==> src/rtl/mux_select_arbiter_pkg.sv <==
// Shared constants for the two-requester mux select arbiter and its
// integration with two_one_mux.
package mux_select_arbiter_pkg;

  localparam logic [1:0] IDLE    = 2'b00;
  localparam logic [1:0] GRANT_A = 2'b01;
  localparam logic [1:0] GRANT_B = 2'b10;

  localparam logic SEL_A = 1'b0;
  localparam logic SEL_B = 1'b1;

  function automatic int unsigned hold_width(input int unsigned max_hold);
    return $clog2(max_hold + 1);
  endfunction

endpackage

==> src/rtl/mux_select_arbiter_hold_timer.sv <==
// Grant hold counter: clears on request, counts while enabled, saturates at
// MAX_HOLD and flags the last permitted cycle (MAX_HOLD-1).
module hold_timer
  import mux_select_arbiter_pkg::*;
#(
  parameter int unsigned MAX_HOLD = 8
) (
  input  logic clk,
  input  logic rst,
  input  logic clr,
  input  logic en,
  output logic tc
);

  localparam int unsigned W = hold_width(MAX_HOLD);
  localparam logic [W-1:0] TC_VAL  = W'(MAX_HOLD - 1);
  localparam logic [W-1:0] SAT_VAL = W'(MAX_HOLD);

  logic [W-1:0] cnt;

  always_ff @(posedge clk) begin
    if (rst || clr) begin
      cnt <= '0;
    end else if (en && (cnt != SAT_VAL)) begin
      cnt <= cnt + 1'b1;
    end
  end

  assign tc = (cnt == TC_VAL);

endmodule

==> src/rtl/mux_select_arbiter.sv <==
// Round-robin arbiter driving the S input of two_one_mux (A -> 0, B -> 1).
// Outputs are registered from the next state, so a grant shows one cycle later.
module mux_select_arbiter #(
  parameter int unsigned MAX_HOLD = 8
) (
  input  logic Clk,
  input  logic Rst,
  input  logic ReqA,
  input  logic ReqB,
  input  logic Done,
  output logic S,
  output logic GntA,
  output logic GntB,
  output logic Busy
);

  import mux_select_arbiter_pkg::*;

  logic [1:0] state;
  logic [1:0] next_state;
  logic       last_b;
  logic       release_now;
  logic       tc;
  logic       tmr_clr;
  logic       tmr_en;

  always_comb begin
    next_state  = state;
    release_now = 1'b0;
    case (state)
      IDLE: begin
        if (ReqA && ReqB) begin
          next_state = last_b ? GRANT_A : GRANT_B;
        end else if (ReqA) begin
          next_state = GRANT_A;
        end else if (ReqB) begin
          next_state = GRANT_B;
        end
      end
      GRANT_A: begin
        release_now = Done || !ReqA || tc;
        if (release_now) begin
          next_state = ReqB ? GRANT_B : IDLE;
        end
      end
      GRANT_B: begin
        release_now = Done || !ReqB || tc;
        if (release_now) begin
          next_state = ReqA ? GRANT_A : IDLE;
        end
      end
      default: next_state = IDLE;
    endcase
  end

  // Counter restarts on every state change, including a direct handover.
  assign tmr_clr = (next_state != state) || (state == IDLE);
  assign tmr_en  = (state != IDLE);

  hold_timer #(
    .MAX_HOLD (MAX_HOLD)
  ) u_hold_timer (
    .clk (Clk),
    .rst (Rst),
    .clr (tmr_clr),
    .en  (tmr_en),
    .tc  (tc)
  );

  always_ff @(posedge Clk) begin
    if (Rst) begin
      state  <= IDLE;
      last_b <= 1'b1;
      S      <= SEL_A;
      GntA   <= 1'b0;
      GntB   <= 1'b0;
      Busy   <= 1'b0;
    end else begin
      state <= next_state;
      if (release_now) begin
        last_b <= (state == GRANT_B);
      end
      GntA <= (next_state == GRANT_A);
      GntB <= (next_state == GRANT_B);
      Busy <= (next_state != IDLE);
      // S keeps its last granted value while idle.
      if (next_state == GRANT_A) begin
        S <= SEL_A;
      end else if (next_state == GRANT_B) begin
        S <= SEL_B;
      end
    end
  end

endmodule

==> config.mk <==
export PLATFORM = sky130hd
export DESIGN_NAME = mux_select_arbiter
export DESIGN_NICKNAME = d
export VERILOG_FILES = /design/src/rtl/mux_select_arbiter_pkg.sv /design/src/rtl/mux_select_arbiter_hold_timer.sv /design/src/rtl/mux_select_arbiter.sv
export SDC_FILE = /design/constraint.sdc
export NUM_CORES = 1
export LEC_CHECK = 0
export CORE_MARGIN = 2
export CORE_UTILIZATION = 50
export CTS_CLUSTER_SIZE = 16
export DETAILED_ROUTE_END_ITERATION = 12
export PLACE_DENSITY = 0.73
export SLEW_MARGIN = 20
export SYNTH_ARGS = -nofsm -noshare
export SYNTH_HDL_FRONTEND = slang
export SYNTH_SLANG_ARGS = --single-unit
==> constraint.sdc <==
create_clock -name Clk -period 4.7 [get_ports Clk]
set_input_delay 1.41 -clock Clk [delete_from_list [all_inputs] [get_ports Clk]]
set_output_delay 1.41 -clock Clk [all_outputs]
set_load 0.05 [all_outputs]
After elaboration in Yosys (flattened, before gate mapping)
Cells that the tools add are included.
- output and inout port bits: 4
- logic and storage cells: 39
- register bits after elaboration: 11
- mux-type cells: 10
- add/subtract/negate cells: 1
- eq/ne operators: 7
- reduce and logical (&&, ||, !) cells: 14
- operator list (operator ; number):
    2-bit two-way mux ; 7
    1-bit logical OR ; 6
    2-bit one-hot mux with 3 select lines ; 1
    4-bit by 1-bit adder with 4-bit output (second input constant) ; 1
    2-bit by 1-bit equality test with 1-bit output (second input constant) ; 2
    2-bit equality test (second input constant) ; 2
    4-bit by 3-bit equality test with 1-bit output (second input constant) ; 1
    4-bit != test (second input constant) ; 1
    2-bit nonzero test ; 2
    1-bit logical AND ; 2
    1-bit zero test ; 2
    2-bit zero test ; 1
    2-bit != test ; 1
    1-bit one-hot mux with 2 select lines ; 1
    2-bit OR reduction ; 1
    1-bit two-way mux ; 1

Longest topological paths before layout
- depth in word-level cells: 8
- mapped depth: 7
- gate-level depth less buffers: 7

Hierarchy
A second synthesis with hierarchy kept.
- cell total of the unflattened synthesis: 82
- area, all modules: 725.7 um2
- by module, submodules not included (module ; cells an instance ; seq. area each (um2) ; times used ; area an instance (um2)):
    mux_select_arbiter ; 56 ; 140.1 ; 1 ; 488.0
    hold_timer ; 26 ; 80.1 ; 1 ; 237.7

Worst setup path before layout
OpenSTA, ideal clock, no wires.
- path type: in2reg
- start point: input ReqA
- end point: register S
- stages: 6
- arrival: 2.547 ns
- data required time: 4.630 ns
- buffers on the path: 1
- slack: 2.084 ns
- cells stage by stage: buf_2 > a22o_1 > or4b_4 > a31oi_1 > o21ai_1 > a21oi_1
- longest elaborated chain between the ends: 7
- elaborated cells on any way between the ends: 13
- classes of those cells: eq/ne: 2; mux: 6; reduce/logical: 5
- RTL lines (element ; RTL line ; text):
    start, declared ; mux_select_arbiter.sv:8 ; input logic ReqA,
    1-bit zero test ; mux_select_arbiter.sv:41 ; release_now = Done || !ReqA || tc;
    1-bit logical OR (2 in series) ; mux_select_arbiter.sv:41 ;
    2-bit two-way mux ; mux_select_arbiter.sv:42 ; if (release_now) begin
    2-bit one-hot mux with 3 select lines (*) ; mux_select_arbiter.sv:30 ; case (state)
    2-bit by 1-bit equality test with 1-bit output ; mux_select_arbiter.sv:87 ; if (next_state == GRANT_A) begin
    2-bit OR reduction (no line) ; - ;
    end signal, assigned ; mux_select_arbiter.sv:74 ; S <= SEL_A;
    end signal, assigned ; mux_select_arbiter.sv:88 ; S <= SEL_A;
    end signal, assigned ; mux_select_arbiter.sv:90 ; S <= SEL_B;
    end, declared ; mux_select_arbiter.sv:11 ; output logic S,
Every way passes the cells marked *; elsewhere a longest branch is shown, timed or not.
A chain may end at the register's enable or synchronous reset.

Worst setup path after layout
Ends and elaborated chain as after synthesis.

==> impl_summary.txt <==
----------------------------------------------------
[Outcome]
  Result of the run ... complete, no violations

[CTS]
  Clock transition at the registers of the reported paths ... 0.06 ns
  Number of levels the H-tree was split into ... 1
  Insertion delay of the later-clocked pin in the worst-skew pair ... 0.26 ns
  Number of buffers inserted during clock tree synthesis ... 3
  CTS hold repair buffers ... 0
  Clock tree sinks ... 11
  TritonCTS clock tree ... yes
  Post-CTS resize count ... 0
  Maximum clock path buffer count ... 2
  Number of setup buffers added after CTS ... 0
  Buffer cell driving the clock tree root ... sky130_fd_sc_hd__clkbuf_4

[Critical path]
  Delay of the slowest cell on the worst path ... roughly 0.62 ns
  Family of cells with the greatest summed delay on the critical path ... compound AO/OA/AOI/OAI gates
  Critical path required time ... 4.89 ns
  Buffers plus inverters on the worst setup path ... 1
  Worst path slowest cell ... sky130_fd_sc_hd__clkdlybuf4s50_1
  Worst R2R End ... u_hold_timer.cnt[0]
  Critical Path Sink Type ... register
  Logic depth of the worst register-to-register path ... 6
  Critical register-to-register path startpoint ... state[0]
  Worst Setup Path Type ... input pin to register
  Worst setup slack for register-to-register paths ... roughly 2.7 ns
  Worst-path cell chain ... clkdlybuf4s50_1 > a22o_1 > or4b_4 > a31oi_1 > o21ai_1 > a21oi_1
  Setup crit start kind ... input pin
  Crit Path Max Fanout ... 9
  Arrival time worst endpoint ... 3.16 ns

[Placement]
  Dpl cell area ... ~810 um2
  Dpl hpwl ... ~1100 um
  Post-Place Setup Slack ... 1.50 ns
  Total of buffers placed on input and output ports ... 8
  Inst Count DP ... 104
  Final Wtd Congestion ... 0.784

[Global route]
  Number of antenna violations at the first check in global routing ... 0
  Maximum number of pins on one net before global-route repair ... 10
  GRT Total Usage ... 0.175
  First-pass GRT wire length ... 2500 um
  Number of global-route vias before repair ... ~600
  Global route overflow ... 0

[Synthesis]
  Sequential element share of the synthesized area ... 0.303
  Commonest register cell after synthesis ... sky130_fd_sc_hd__dfxtp_1
  Synth top area cells ... sky130_fd_sc_hd__dfxtp_1, sky130_fd_sc_hd__ha_1, sky130_fd_sc_hd__a31oi_1, sky130_fd_sc_hd__o21ai_0, sky130_fd_sc_hd__inv_1
  Total number of yosys warnings ... 0
  Most numerous cell types in the synthesized netlist ... sky130_fd_sc_hd__dfxtp_1, sky130_fd_sc_hd__a31oi_1, sky130_fd_sc_hd__ha_1, sky130_fd_sc_hd__inv_1, sky130_fd_sc_hd__o21ai_0
  Cell taking the most area after synthesis ... sky130_fd_sc_hd__dfxtp_1
  Post-Syn Area ... 726 um2
  Dominant cell by count in the synthesized netlist ... sky130_fd_sc_hd__dfxtp_1
  Post-Syn Instances ... 83
  Area share of the largest cell type after synthesis ... 0.303
  Number of storage elements in the synthesis netlist ... 11
  Synthesized area per cell ... 8.74 um2
  Synth cell types ... 37
  Share of synthesized flip-flops with an asynchronous set or reset ... 0
  Count of flip-flops with a built-in enable after synthesis ... 0
  Synth Net Count ... 94

[Detailed routing]
  Count of TritonRoute iterations in the first routing pass ... 4
  Via/cell ratio ... slightly above 6
  Number of remaining DRC errors ... 0
  DR iter-0 viols ... 14
  Number of routed nets with antenna violations ... 0
  Total length of routed wires ... 1410 um
  Avg WL per Cell ... roughly 13 um
  Routed via count ... 652

[Die]
  Initial Util ... 0.544
  Height of the die ... approximately 42 um
  Total core area ... 1330 um2
  Io pins ... 9
  Die boundary width ... ~42 um
  Std-Cell Rows ... 13
  Total Die Area ... 1770 um2

[Power and ir drop]
  Relative contribution of combinational cells to total power ... 0.369
  Final Power ... 0.275 mW
  Clock share of power ... 0.224
  Sw frac ... 0.364
  Sequential Power Share ... 0.407
  Pwr dens ... between 300 and 400 nW/um2
  Static Leakage ... roughly 0.31 nW
  Switching power summed over all nets ... approximately 0.10 mW
  IR Drop Worst-Case VDD ... roughly 0.20 mV
  Pint ... 0.175 mW

[STA]
  Final WS setup ... ~1.7 ns
  Post-route setup TNS ... 0 ns
  Final worst path period share ... 0.631
  Max-slew violation total from the final report ... 0
  Max Freq ... 337 MHz
  Tightest hold margin ... 0.494 ns
  Unrepaired setup endpoints after global routing ... false
  Setup Skew ... 0.000338 ns
  Relative slew slack ... 0.667
  Hold Vio Cnt, Final ... 0
  Worst slew pin tran ... 0.499 ns
  Final setup violation count ... 0
  Final period demand of the worst path ... 2.96 ns

[Final layout]
  Nets@finish ... 105
  Filler-free cell count of the finished design ... 108
  Fraction of layout instances using a drive strength above 1 ... 0.0968
  Multi-input gate area ... 467 um2
  Final standard cell area without fillers ... 835 um2
  Register cell area after layout ... approximately 220 um2
  ANT cells ... 0
  Filler cell count in the final layout ... between 100 and 150
  Share of the core filled with cells ... 0.626
  Layout overhead on the synthesized area ... 15.0%

[Worst hold path]
  Hold path startpoint ... S
  Min-Delay Path Class ... register to register
  Worst Hold End ... S
  Hold Crit Depth ... 2

[Run]
  MaxCap Viol Count ... 0

----------------------------------------------------
[how the worst max path moves through the flow]
stage                     from                  end  slack (ns)  depth (start not counted)
after floorplan           ReqA                    S        2.08                          6
after CTS                 ReqA  u_hold_timer.cnt[0]        1.75                          6
after detailed placement  ReqA  u_hold_timer.cnt[0]        1.50                          6
after global placement    ReqA                    S        1.50                          6
after global routing      ReqB  u_hold_timer.cnt[2]        1.63                          6
final                     ReqA                    S        1.74                          6
[per-layer routing]
metal / wire length [um] / share of wire / up-vias / track usage
met1: 720 / 0.51 / 304 / 0.230
met3: 61 / 0.043 / 2 / 0.0560
met2: 620 / 0.44 / 13 / 0.281
met5: 0 / 0 / - / 0
li1: - / - / 333 / -
met4: 11 / 0.0078 / 0 / 0.0375
[worst min-delay path, delay by kind of cell, from the launching register on]
family | cells | cell delay [ns]
AOI/OAI and AO/OA | 2 | 0.13
DFF | 1 | 0.32
[cells by family after synthesis]
| family | share of synthesized area |
|---|---|
| multiplexers | 0.0138 |
| XOR/XNOR | 0.0241 |
| buffers and inverters | 0.0534 |
| flip-flops | 0.303 |
| AO/OA/AOI/OAI | 0.279 |
| adder cells (fa/ha/maj) | 0.103 |
| AND/OR/NAND/NOR | 0.222 |
[power by group through the flow]
stage | combinational (mW) | clock, mW | sequential (mW)
final | 0.102 | 0.0616 | 0.112
after global routing | 0.112 | 0.0687 | 0.113
after CTS | 0.102 | 0.0640 | 0.112
after detailed placement | 0.101 | 0 | 0.114
after global placement | 0.101 | 0 | 0.114
after floorplan | 0.0543 | 0 | 0.132
[cells in the final DEF, fill, tap and decap left out, types with 2 or more instances in the layout]
cell type,instances
sky130_fd_sc_hd__a21boi_0,2
sky130_fd_sc_hd__a21oi_1,3
sky130_fd_sc_hd__a31oi_1,7
sky130_fd_sc_hd__clkbuf_4,3
sky130_fd_sc_hd__clkdlybuf4s50_1,8
sky130_fd_sc_hd__dfxtp_1,11
sky130_fd_sc_hd__ha_1,6
sky130_fd_sc_hd__inv_1,6
sky130_fd_sc_hd__nand2_1,4
sky130_fd_sc_hd__nand2b_1,2
sky130_fd_sc_hd__nand3_2,2
sky130_fd_sc_hd__nor2_1,2
sky130_fd_sc_hd__nor2b_1,3
sky130_fd_sc_hd__nor3_1,3
sky130_fd_sc_hd__nor4_1,3
sky130_fd_sc_hd__o21ai_0,6
[sequential cells by signal, indices dropped and copies added, names as in the netlist]
name and flops:
Busy 1, GntA 1, GntB 1, S 1, last_b 1, state 2
u_hold_timer.cnt 4
[layout make-up]
type | count | share of cell area
Multi-Input combinational cell | 64 | 0.559
Inverter | 6 | 0.0270
Tap cell | 15 | 0.0225
Sequential cell | 11 | 0.264
Clock buffer | 4 | 0.0315
Timing Repair Buffer | 8 | 0.0960
(Power assumes the default switching activity.)
